`src/rtl/noc_pkg.sv`:
```
// Shared types and constants for the router output-link arbiter.
// The optional NOC_ARB_STATS_EN build uses cnt_t for its per-input accept counters.
package noc_pkg;

    localparam int PKT_W     = 11;
    localparam int DEST_LSB  = 1;
    localparam int DEST_MSB  = 3;
    localparam int NUM_RL_CH = 3;
    localparam int CNT_W     = 16;

    typedef logic [PKT_W-1:0] pkt_t;
    typedef logic [CNT_W-1:0] cnt_t;

    typedef enum logic {
        ARB_EMPTY,
        ARB_FULL
    } arb_state_e;

    // First input to consider after `last` was served; an out-of-range `last` falls back to input 0.
    function automatic logic [1:0] rr_next(input logic [1:0] last);
        return (last >= 2'd2) ? 2'd0 : last + 2'd1;
    endfunction

    function automatic logic [DEST_MSB-DEST_LSB:0] pkt_dest(input pkt_t pkt);
        return pkt[DEST_MSB:DEST_LSB];
    endfunction

endpackage

```
`src/rtl/noc_out_arbiter_if.sv`:
```
// Handshake bundle between the three RL channels, the link arbiter and the downstream consumer.
// master = requesters plus downstream; slave = the arbiter.
interface noc_out_arbiter_if;
    import noc_pkg::*;

    logic [NUM_RL_CH-1:0] in_valid;
    logic [NUM_RL_CH-1:0] in_ready;
    pkt_t [NUM_RL_CH-1:0] in_data;
    logic                 out_valid;
    logic                 out_ready;
    pkt_t                 out_data;

    modport master (
        output in_valid, in_data, out_ready,
        input  in_ready, out_valid, out_data
    );

    modport slave (
        input  in_valid, in_data, out_ready,
        output in_ready, out_valid, out_data
    );

endinterface

```
`src/rtl/noc_out_arbiter_rr_pick.sv`:
```
// Purely combinational three-way round-robin picker: one-hot grant plus encoded index,
// scanning upward from the input after `last_i` with wrap 2->0.
module rr_pick
    import noc_pkg::*;
(
    input  logic [NUM_RL_CH-1:0] req_i,
    input  logic [1:0]           last_i,
    output logic [NUM_RL_CH-1:0] gnt_o,
    output logic [1:0]           idx_o
);

    logic [1:0] start;
    logic [2:0] pos;
    logic       found;

    // NOTE: every output and temporary gets a default before any conditional write, so no latch is inferred.
    always_comb begin
        gnt_o = '0;
        idx_o = '0;
        found = 1'b0;
        pos   = '0;
        start = rr_next(last_i);
        for (int k = 0; k < NUM_RL_CH; k++) begin
            pos = {1'b0, start} + 3'(k);
            if (pos >= 3'd3) begin
                pos = pos - 3'd3;
            end
            if (!found && req_i[pos[1:0]]) begin
                found             = 1'b1;
                gnt_o[pos[1:0]]   = 1'b1;
                idx_o             = pos[1:0];
            end
        end
    end

endmodule

```
`src/rtl/noc_out_arbiter.sv`:
```
// Round-robin arbiter sharing one router output link among three RL channels, with a single
// registered output slot. Optional per-input accept counters under `define NOC_ARB_STATS_EN.
module noc_out_arbiter
    import noc_pkg::*;
(
    input  logic                    clk,
    input  logic                    rst_n,
    noc_out_arbiter_if.slave        link
`ifdef NOC_ARB_STATS_EN
    ,
    output cnt_t [NUM_RL_CH-1:0]    grant_cnt_o
`endif
);

    arb_state_e           state_q;
    pkt_t                 data_q;
    logic [1:0]           last_q;

    logic                 load_en;
    logic                 accept;
    logic [NUM_RL_CH-1:0] gnt;
    logic [1:0]           gnt_idx;

    rr_pick u_rr_pick (
        .req_i  (link.in_valid),
        .last_i (last_q),
        .gnt_o  (gnt),
        .idx_o  (gnt_idx)
    );

    // The slot can take a packet when empty or when it is draining this cycle; no grant while in reset.
    assign load_en       = (state_q == ARB_EMPTY) || link.out_ready;
    assign link.in_ready = (load_en && rst_n) ? gnt : '0;
    assign accept        = |link.in_ready;

    assign link.out_valid = (state_q == ARB_FULL);
    assign link.out_data  = data_q;

    // NOTE: sequential state uses non-blocking assignments so every register samples pre-edge values.
    always_ff @(posedge clk or negedge rst_n) begin
        if (!rst_n) begin
            state_q <= ARB_EMPTY;
            data_q  <= '0;
            last_q  <= 2'd2;
        end else begin
            if (accept) begin
                data_q <= link.in_data[gnt_idx];
                last_q <= gnt_idx;
            end
            case (state_q)
                ARB_EMPTY: if (accept) state_q <= ARB_FULL;
                ARB_FULL:  if (link.out_ready && !accept) state_q <= ARB_EMPTY;
                default:   state_q <= ARB_EMPTY;
            endcase
        end
    end

`ifdef NOC_ARB_STATS_EN
    cnt_t [NUM_RL_CH-1:0] grant_cnt_q;
    cnt_t [NUM_RL_CH-1:0] grant_cnt_d;

    // Counters saturate rather than wrap so a long run never reports a small count.
    always_comb begin
        grant_cnt_d = grant_cnt_q;
        for (int i = 0; i < NUM_RL_CH; i++) begin
            if (link.in_ready[i] && (grant_cnt_q[i] != '1)) begin
                grant_cnt_d[i] = grant_cnt_q[i] + cnt_t'(1);
            end
        end
    end

    always_ff @(posedge clk or negedge rst_n) begin
        if (!rst_n) begin
            grant_cnt_q <= '0;
        end else begin
            grant_cnt_q <= grant_cnt_d;
        end
    end

    assign grant_cnt_o = grant_cnt_q;
`endif

endmodule

```
`src/flat_wrapper.sv`:
```
// flat-port wrapper written by rule: the top's interface ports become plain ports
module noc_out_arbiter_flat import noc_pkg::*;
  (clk, rst_n, link_in_valid, link_in_data, link_out_ready, link_in_ready, link_out_valid, link_out_data);
  noc_out_arbiter_if link_i ();
  input  logic clk;
  input  logic rst_n;
  input wire logic [$bits(link_i.in_valid)-1:0] link_in_valid;
  input wire logic [$bits(link_i.in_data)-1:0] link_in_data;
  input wire logic [$bits(link_i.out_ready)-1:0] link_out_ready;
  output wire logic [$bits(link_i.in_ready)-1:0] link_in_ready;
  output wire logic [$bits(link_i.out_valid)-1:0] link_out_valid;
  output wire logic [$bits(link_i.out_data)-1:0] link_out_data;
  assign link_i.in_valid = link_in_valid;
  assign link_i.in_data = link_in_data;
  assign link_i.out_ready = link_out_ready;
  assign link_in_ready = link_i.in_ready;
  assign link_out_valid = link_i.out_valid;
  assign link_out_data = link_i.out_data;
  noc_out_arbiter u_core (.clk(clk), .rst_n(rst_n), .link(link_i));
endmodule
```
`config.mk`:
```
export PLATFORM = sky130hd
export DESIGN_NAME = noc_out_arbiter_flat
export DESIGN_NICKNAME = d
export VERILOG_FILES = /design/src/rtl/noc_pkg.sv /design/src/rtl/noc_out_arbiter_if.sv /design/src/rtl/noc_out_arbiter_rr_pick.sv /design/src/rtl/noc_out_arbiter.sv /design/src/flat_wrapper.sv
export SDC_FILE = /design/constraint.sdc
export NUM_CORES = 1
export LEC_CHECK = 0
export ABC_AREA = 1
export CORE_MARGIN = 5
export CORE_UTILIZATION = 40
export CTS_CLUSTER_DIAMETER = 30
export DETAILED_ROUTE_END_ITERATION = 8
export GPL_ROUTABILITY_DRIVEN = 0
export PLACE_DENSITY = 0.79
export SLEW_MARGIN = 20
export SYNTH_ARGS = -nofsm -noshare
export SYNTH_HDL_FRONTEND = slang
export SYNTH_SLANG_ARGS = --single-unit
```
`constraint.sdc`:
```
create_clock -name clk -period 2.45 [get_ports clk]
set_clock_uncertainty 0.2 [all_clocks]
set_input_delay 0.3675 -clock clk [delete_from_list [all_inputs] [get_ports clk]]
set_output_delay 0.3675 -clock clk [all_outputs]
set_load 0.005 [all_outputs]
```
==> summary.md, run 1 <==
| Metric | Value |
|---|---|
| Status | `completed` |
| WL per Instance | `12.2 microns` |
| Commonest cells in the netlist | `nand2_1 (76), nand3_1 (36), inv_1 (31), dfrtp_1 (13)` |
| Cells after DPL | `272` |
| Pin count of the biggest net entering global routing | `15` |
| Die X | `62.7 microns` |
| R2R depth | `15` |
| Area leader, netlist | `dfrtp_1` |
| Worst-Skew Late Latency | `0.27 ns` |
| Synth top area share | `29.3%` |
| Root Buffer | `clkbuf_4` |
| Detailed Routing Iterations Pass 1 | `4` |
| Period utilization | `99.0%` |
| Sequential-to-total area share from yosys stat | `31.7%` |
| Gr usage total | `16.0%` |
| IO Pins | `54` |
| Worst-path clk slew | `0.08 ns` |
| Post-synth top flop | `dfrtp_1` |
| Final Max Slew Viols | `0` |
| Finished Layout Cells | `286` |
| Core area | `0.00271 sq mm` |
| Diodes inserted | `0` |
| Final setup violation count | `0` |
| Lkg Pwr | `1.06 nW` |
| Sw Pwr | `1.01 mW` |
| Post-synthesis simple-gate area fraction | `49.4%` |
| RSZ-0062 raised after global routing | `true` |
| Clock power share | `7.2%` |
| Yosys warns | `0` |
| Worst Path Arrival | `1.86 ns` |
| Via count | `1384` |
| Mapped Area | `0.00111 sq mm` |
| Peak VDD IR | `974 uV` |
| DRT Wirelength | `3500 microns` |
| Num CTS Buffers | `3` |
| DR vias/cell | `4.84` |
| DRC Markers | `0` |
| Clock Sinks | `14` |
| Final hold viol count | `0` |
| Reg-to-reg startpoint | `u_core.last_q[1]` |
| WS Path Type | `reg -> out` |
| Minimum clock period | `2.43 ns` |
| Max Fanout on Critical Path | `4` |
| Post-Synth Adder-Cell Area | `0%` |
| CP startpoint kind | `register` |
| Initial antenna violation count | `0` |
| Port Buffers | `53` |
| Top post-synthesis cells by area | `dfrtp_1 (29%), nand2_1 (26%), nand3_1 (16%)` |
| Syn nets | `224` |
| First-pass GRT wire length | `5290 microns` |
| Most common cell in the netlist | `nand2_1` |
| Synth unique cells | `18` |
| Worst Setup End Kind | `primary output` |
| Xor-xnor portion of the synthesized cell area | `0%` |
| Global route overflow | `0` |
| Multiplexer share of the synthesized area | `0%` |
| H-tree depth | `1` |
| NumNets Final | `295` |
| Die Height | `62.7 microns` |
| FF-to-FF End | `u_core.link.out_data[6]` |
| P&R area growth vs syn | `72.8%` |
| Max_cap viols | `0` |
| Final worst setup slack | `0.0249 ns` |
| TritonCTS clock tree | `yes` |
| Final core utilization | `70.8%` |
| DPL Wire Length | `2450 microns` |
| Req. time, crit path | `1.88 ns` |
| Worst-margin pin slew | `0.217 ns` |
| Initial core utilization | `41.0%` |
| Count of flip-flops with a built-in enable after synthesis | `0` |
| Flop pwr share | `20.3%` |
| Die area | `0.00393 sq mm` |
| Row count | `19` |
| F_max | `412 MHz` |
| Clk buf depth | `2` |
| Switching Fraction | `45.3%` |
| Main combinational cell family by area after synthesis | `simple AND/OR/NAND/NOR gates` |
| Mapped Cells | `185` |
| Share of layout cells above drive strength 1 | `20.4%` |
| Compound-Gate Fraction of Synth Area | `2.71%` |
| Mean post-synth cell area | `6.00 sq um` |
| Final hold slack | `0.222 ns` |
| Flops & latches, synth | `14` |
| Post-synth ARST share | `100%` |
| DR iter-0 viols | `57` |
| Pre-CTS setup slack | `-0.128 ns` |
| Comb pwr share | `72.5%` |
| Detail Route Antenna Nets | `0` |
| Pwr per Cell Area | `1160 mW/mm^2` |
| Internal power | `1.21 mW` |
| Number of global-route vias before repair | `1316` |
| Worst Hold Class | `in -> async` |
| Max_slew headroom | `85.5%` |
| R2R Setup Slk | `0.14 ns` |
==> worst max-delay path by stage <==
stage | startpoint | end | slack, ns
6_report | u_core.last_q[1] | link_in_ready[2] | 0.02
3_3_place_gp | link_in_valid[1] | link_in_ready[1] | -0.11
2_1_floorplan | u_core.last_q[1] | u_core.link.out_data[0] | 0.51
3_5_place_dp | link_in_valid[1] | link_in_ready[1] | -0.13
4_1_cts | u_core.last_q[1] | link_in_ready[0] | -0.17
5_1_grt | u_core.last_q[1] | link_in_ready[2] | -0.09
==> worst max-delay path, stage by stage, from the launching register on <==
cell and delay, ns:
dfstp_2 0.64, buf_6 0.14, nand2_2 0.06, nand3_4 0.11
buf_4 0.12, nand2_2 0.05, nand2_1 0.06, nand2_1 0.07
nand2_2 0.09, nand2_2 0.07, inv_2 0.06, clkbuf_2 0.10
==> cell usage in the layout (no fill, tap or decap) <==
cell type	count
nand2_1	71
clkdlybuf4s50_1	49
inv_1	30
nand3_1	30
buf_4	17
dfrtp_1	12
nand2_2	9
nand3_2	5
nand3_4	4
inv_2	4
o21ai_0	4
clkbuf_4	3
nor2_4	2
dlymetal6s2s_1	2
buf_6	2
inv_4	1
nor2_1	1
o21ai_1	1
a21oi_1	1
nand4_1	1
clkbuf_8	1
clkdlybuf4s15_1	1
clkbuf_2	1
buf_12	1
dfrtp_2	1
dfstp_2	1
==> flip-flops by register name, indices dropped and copies added, names as in the netlist <==
signal,cells
u_core.link.out_valid,1
u_core.link.out_data,11
u_core.last_q,2
==> cell families (layout without fill, tap and decap cells) <==
kind of cell,Yosys count,count (layout)
flops,14,14
buf+inv,42,112
compound gates,6,6
simple gates,123,123
==> cell type report <==
class | count | area, sq um
Sequential cell | 14 | 353
Inverter | 35 | 134
Fill cell | 249 | 792
Multi-Input combinational cell | 129 | 656
Clock buffer | 4 | 36.3
Tap cell | 31 | 38.8
Timing Repair Buffer | 73 | 701
==> metal layers <==
| layer | routed length, microns | GRT usage, % |
|---|---|---|
| met5 | 0 | 0 |
| met3 | 378 | 7.73 |
| met1 | 1340 | 18.0 |
| met2 | 1760 | 28.0 |
| met4 | 17 | 2.12 |
==> power by group through the flow <==
stage	Combinational (mW)	Sequential, mW	Clock [mW]
floorplan	0.860	0.426	0
global placement	1.33	0.440	0
detailed placement	1.34	0.434	0
CTS	1.39	0.435	0.165
global route	1.81	0.466	0.179
finish	1.61	0.450	0.161
==> what timing repair did <==
action	CTS	global route
hold buffers	0	0
pin swaps	4	7
gates resized for setup	5	23
buffers inserted	3	7
endpoints found under the setup margin	3	3
cloned	0	0
==> per-stage QoR <==
step                total power [mW]  instance area, sq um  TNS (ns)
floorplan                       1.29                  1110         0
global placement                1.77                  1710    -0.279
detailed placement              1.77                  1710    -0.320
CTS                             1.99                  1780    -0.170
global route                    2.45                  1920    -0.186
finish                          2.22                  1920         0
Power figures use the tool's default switching activity.
==> run 2: changes to the inputs <==
--- a/config.mk
+++ b/config.mk
@@ -7,11 +7,12 @@
 export LEC_CHECK = 0
 export ABC_AREA = 1
 export CORE_MARGIN = 5
-export CORE_UTILIZATION = 40
+export CORE_UTILIZATION = 45
 export CTS_CLUSTER_DIAMETER = 30
+export CTS_CLUSTER_SIZE = 28
 export DETAILED_ROUTE_END_ITERATION = 8
+export DONT_BUFFER_PORTS = 1
 export GPL_ROUTABILITY_DRIVEN = 0
-export PLACE_DENSITY = 0.79
 export SLEW_MARGIN = 20
 export SYNTH_ARGS = -nofsm -noshare
 export SYNTH_HDL_FRONTEND = slang
==> run 2 against run 1 <==
  * Flip-flop and latch count unchanged
  * Worst setup slack improved by 0.11 ns
  * Sequential share of layout area increased by 10 points
  * Critical path type unchanged
  * Non-clock buffer count decreased by 62
  * Routed wire length decreased by 20%
  * Power decreased by 23%
  * Highest routed layer unchanged
  * Cell count decreased by 22%
  * First-iteration DRC count decreased by 32%
==> summary.md, run 2 (same netlist as run 1, synthesis figures left out) <==
| Metric | Value |
|---|---|
| DRT Wirelength | `2790 microns` |
| Lkg Pwr | `0.775 nW` |
| Diodes inserted | `0` |
| Worst-path clk slew | `0.08 ns` |
| Initial antenna violation count | `0` |
| Worst-Skew Late Latency | `0.27 ns` |
| P&R area growth vs syn | `11.7%` |
| F_max | `433 MHz` |
| Reg-to-reg startpoint | `u_core.last_q[1]` |
| DR vias/cell | `5.09` |
| Peak VDD IR | `700 uV` |
| Req. time, crit path | `1.88 ns` |
| Die area | `0.00356 sq mm` |
| Core area | `0.00241 sq mm` |
| WS Path Type | `reg -> out` |
| Max_slew headroom | `57.4%` |
| Routed wl met3 | `234 microns` |
| DR iter-0 viols | `39` |
| Max FFs per register | `11` |
| Port Buffers | `0` |
| DRC Markers | `0` |
| Slowest stage delay, CP | `0.60 ns` |
| Fillers | `264` |
| Root Buffer | `clkbuf_4` |
| Max_cap viols | `0` |
| H-tree depth | `1` |
| Commonest non-fill, non-tap cells in the layout | `nand2_1 (76), nand3_1 (35), inv_1 (31), dfrtp_1 (13), buf_4 (9)` |
| Placed Area | `0.00111 sq mm` |
| WL per Instance | `12.5 microns` |
| Share of layout cells above drive strength 1 | `14.5%` |
| Minimum clock period | `2.31 ns` |
| R2R Setup Slk | `0.30 ns` |
| Highest metal layer with signal wires | `met4` |
| Pwr per Cell Area | `1380 mW/mm^2` |
| Gr usage total | `15.9%` |
| Most common cell after layout, fill and taps aside | `nand2_1` |
| Clock Sinks | `14` |
| Die X | `59.7 microns` |
| Met1 WL | `1090 microns` |
| Final hold viol count | `0` |
| Clk buf depth | `2` |
| Status | `completed` |
| Slowest cell on crit path | `dfstp_2` |
| Die Height | `59.7 microns` |
| Final setup violation count | `0` |
| Pin count of the biggest net entering global routing | `15` |
| RSZ-0062 raised after global routing | `true` |
| Detail Route Antenna Nets | `0` |
| Finished layout cell area | `0.00124 sq mm` |
| Initial core utilization | `46.1%` |
| FF-to-FF End | `u_core.link.out_data[5]` |
| Via count | `1134` |
| CP startpoint kind | `register` |
| Global route overflow | `0` |
| Row count | `18` |
| Worst Hold Class | `in -> reg` |
| IO Pins | `54` |
| Detailed Routing Iterations Pass 1 | `4` |
| Min-delay src | `link_in_data[24]` |
| Met2 WL post-DR | `1450 microns` |
| Hold Crit Depth | `2` |
| Worst Path Arrival | `1.74 ns` |
| Number of global-route vias before repair | `1072` |
| First-pass GRT wire length | `4330 microns` |
| R2R depth | `13` |
| Worst-margin pin slew | `0.637 ns` |
| Worst Setup End Kind | `primary output` |
| Hold EP | `u_core.link.out_data[2]` |
| Finished Layout Cells | `223` |
| Crit-path cells | `inv_2 > nand3_1 > nand3_2 > nand3_1 > nand2_1 > inv_4 > nand2_4 > nand2_2 > inv_1` |
| NumNets Final | `233` |
| Final Max Slew Viols | `0` |
| TritonCTS clock tree | `yes` |
| Max Fanout on Critical Path | `11` |
| Num CTS Buffers | `3` |
| Cells after DPL | `210` |
| CP most frequent cell | `nand3_1` |
| DPL Wire Length | `2220 microns` |
| Period utilization | `94.3%` |
==> run 2: final cells by class <==
| type | instances | area (sq um) | share of cell area, % |
|---|---|---|---|
| multi-input combinational | 129 | 593 | 47.8 |
| sequential | 14 | 352 | 28.4 |
| inverter | 35 | 134 | 10.8 |
| timing repair buffer | 11 | 87.6 | 7.06 |
| tap | 30 | 37.5 | 3.03 |
| clock buffer | 4 | 36.3 | 2.93 |
==> run 2: worst max-delay path by stage <==
| stage | startpoint | end | slack (ns) | cells after the start |
|---|---|---|---|---|
| 6_report | u_core.last_q[1] | link_in_ready[1] | 0.14 | 9 |
| 5_1_grt | u_core.last_q[1] | link_in_ready[1] | -0.02 | 8 |
| 4_1_cts | u_core.last_q[1] | link_in_ready[1] | 0.02 | 8 |
| 3_5_place_dp | u_core.last_q[1] | u_core.link.out_data[6] | 0.15 | 12 |
| 3_3_place_gp | u_core.last_q[1] | u_core.link.out_data[9] | 0.22 | 12 |
| 2_1_floorplan | u_core.last_q[1] | u_core.link.out_data[0] | 0.51 | 13 |
==> run 2: metal layers <==
metal,vias up,track usage (%)
met1,510,16.8
met5,-,0
met3,2,6.91
met4,0,3.48
li1,581,-
met2,41,28.7
==> run 2: critical path, delay by kind of cell, from the launching register on <==
family                 cells  cell delay [ns]
buffers and inverters      3             0.28
DFF                        1             0.60
and+or+nand+nor            6             0.59
==> run 2: stage by stage <==
step / setup slack, ns / util, % / hold WS (ns) / power, mW / setup TNS (ns)
finish: 0.139 / 51.5 / 0.0673 / 1.71 / 0
global route: -0.0198 / 51.5 / 0.0654 / 1.90 / -0.0198
CTS: 0.0246 / 49.4 / 0.0669 / 1.63 / 0
detailed placement: 0.154 / 46.2 / -0.128 / 1.43 / 0
global placement: 0.219 / 46.2 / -0.128 / 1.42 / 0
floorplan: 0.506 / - / -0.128 / 1.29 / 0
==> run 2: power breakdown <==
part	internal, mW	switching, mW
combinational	0.408	0.681
sequential	0.356	0.102
clock	0.0902	0.0706
==> run 2: repair_timing <==
action,4_1_cts,5_1_grt
pin swaps,0,2
setup endpoints to repair,2,2
gates resized for setup,1,3
hold buffers,2,0
hold endpoints to repair,15,0
setup buffers,2,5
==> run 3: changes to the inputs <==
==> constraint.sdc (replaced) <==
create_clock -name clk -period 2.5 [get_ports clk]
set_clock_uncertainty 0.2 [all_clocks]
set_input_delay 0.375 -clock clk [delete_from_list [all_inputs] [get_ports clk]]
set_output_delay 0.375 -clock clk [all_outputs]
set_load 0.005 [all_outputs]
==> run 3 against run 2 <==
  * Combinational power down 9%
  * Clock power down 3%
  * Cell count down 1.3%
  * Global-route usage about the same
  * Worst setup slack better by 0.049 ns
  * Critical path type unchanged
==> summary.md, run 3 (same netlist as run 1, synthesis figures left out) <==
| Metric | Value |
|---|---|
| Slowest stage delay, CP | `0.61 ns` |
| Clk buf depth | `2` |
| Max_cap viols | `0` |
| DR iter-0 viols | `39` |
| Worst Hold Class | `in -> reg` |
| Die Height | `59.7 microns` |
| Die area | `0.00356 sq mm` |
| Final setup violation count | `0` |
| Final Max Slew Viols | `0` |
| Worst Setup End Kind | `primary output` |
| Internal power | `0.788 mW` |
| Crit-path cells | `inv_2 > nand3_1 > nand3_2 > nand3_1 > nand2_1 > inv_2 > nand2_2 > nand2_2 > inv_1` |
| Req. time, crit path | `1.92 ns` |
| Hold Crit Depth | `2` |
| Status | `completed` |
| Period utilization | `92.5%` |
| Gr usage total | `15.8%` |
| Worst Path Arrival | `1.74 ns` |
| R2R depth | `12` |
| WL per Instance | `12.4 microns` |
| Commonest non-fill, non-tap cells in the layout | `nand2_1 (76), nand3_1 (36), inv_1 (31), dfrtp_1 (13), buf_4 (6)` |
| Max FFs per register | `11` |
| Detailed Routing Iterations Pass 1 | `4` |
| Pin count of the biggest net entering global routing | `15` |
| Diodes inserted | `0` |
| Most common cell after layout, fill and taps aside | `nand2_1` |
| Flop pwr share | `28.2%` |
| Reg-to-reg startpoint | `u_core.last_q[1]` |
| NumNets Final | `230` |
| IO Pins | `54` |
| Worst-Skew Late Latency | `0.27 ns` |
| Max Fanout on Critical Path | `11` |
| Final worst setup slack | `0.189 ns` |
| DRC Markers | `0` |
| First-pass GRT wire length | `4250 microns` |
| Lkg Pwr | `0.758 nW` |
| Num CTS Buffers | `3` |
| Comb pwr share | `62.0%` |
| Switching Fraction | `50.8%` |
| TritonCTS clock tree | `yes` |
| Final hold viol count | `0` |
| Port Buffers | `0` |
| H-tree depth | `1` |
| Setup_tns | `0 ns` |
| Slowest cell on crit path | `dfstp_2` |
| Worst-path clk slew | `0.08 ns` |
| Pre-CTS setup slack | `0.213 ns` |
| Detail Route Antenna Nets | `0` |
| Worst-margin pin slew | `0.615 ns` |
| Min-delay src | `link_in_data[24]` |
| Initial core utilization | `46.1%` |
| Global route overflow | `0` |
| DRT Wirelength | `2730 microns` |
| Root Buffer | `clkbuf_4` |
| Core area | `0.00241 sq mm` |
| Fillers | `255` |
| Row count | `18` |
| DR vias/cell | `5.01` |
| WS Path Type | `reg -> out` |
| Clock Sinks | `14` |
| Number of global-route vias before repair | `997` |
| Max_slew headroom | `58.9%` |
| CP startpoint kind | `register` |
| Initial antenna violation count | `0` |
| Clock power share | `9.7%` |
| DPL Wire Length | `2190 microns` |
| Sw Pwr | `0.812 mW` |
| RSZ-0062 raised after global routing | `false` |
| F_max | `433 MHz` |
| Minimum clock period | `2.31 ns` |
| Die X | `59.7 microns` |
| Via count | `1102` |
| P&R area growth vs syn | `8.57%` |
| Share of layout cells above drive strength 1 | `12.6%` |
| Pwr per Cell Area | `1330 mW/mm^2` |
| Worst Setup SP | `u_core.last_q[1]` |
| Peak VDD IR | `720 uV` |
==> run 3: layout make-up <==
| class | instances | area [sq um] | share of cell area (%) |
|---|---|---|---|
| inverter | 35 | 131 | 10.9 |
| clock buffer | 4 | 36.3 | 3.01 |
| timing repair buffer | 8 | 65.1 | 5.40 |
| tap | 30 | 37.5 | 3.12 |
| multi-input combinational | 129 | 583 | 48.4 |
| sequential | 14 | 352 | 29.2 |
==> run 3: worst paths after layout <==
kind	slack, ns	end
worst max-delay path	0.19	link_in_ready[1]
worst min-delay path	0.08	u_core.link.out_data[2]
worst max register to register	0.28	u_core.link.out_data[10]
worst min register to register	0.31	u_core.link.out_data[3]
max in group asynchronous	1.35	u_core.link.out_data[8]
min in group asynchronous	0.35	u_core.link.out_valid
==> run 3: metrics by stage <==
stage	utilization, %	instances	area, sq um	power [mW]	hold WS (ns)
after floorplan	-	185	1110	1.26	-0.121
after global placement	46.2	210	1110	1.38	-0.120
after detailed placement	46.2	210	1110	1.39	-0.120
after CTS	48.5	216	1170	1.56	0.0697
after global routing	50.0	220	1200	1.79	0.0754
final	50.0	220	1200	1.60	0.0750
==> run 3: power groups by stage <==
stage	clock, mW	combinational, mW	sequential (mW)
finish	0.156	0.993	0.452
global route	0.176	1.15	0.468
CTS	0.160	0.936	0.461
detailed placement	0	0.923	0.465
global placement	0	0.912	0.465
floorplan	0	0.843	0.418
==> run 3: what timing repair did <==
item | CTS | global route
hold buffers | 2 | 0
hold endpoints to repair | 15 | 0
resized for setup | 0 | 1
buffers inserted | 0 | 4
endpoints found under the setup margin | 0 | 12
==> run 3: worst max-delay path: cells and delay by family, from the launching register on <==
| kind | cells | cell delay, ns |
|---|---|---|
| flip-flops | 1 | 0.61 |
| AND/OR/NAND/NOR | 6 | 0.57 |
| buffers and inverters | 3 | 0.28 |
==> run 3: per-layer routing <==
metal | wire, microns | vias to the layer above | GRT usage (%)
met3 | 229 | 4 | 7.34
met4 | 44 | 0 | 3.16
met1 | 1090 | 489 | 18.1
li1 | - | 575 | -
met2 | 1360 | 34 | 27.0
met5 | 0 | - | 0
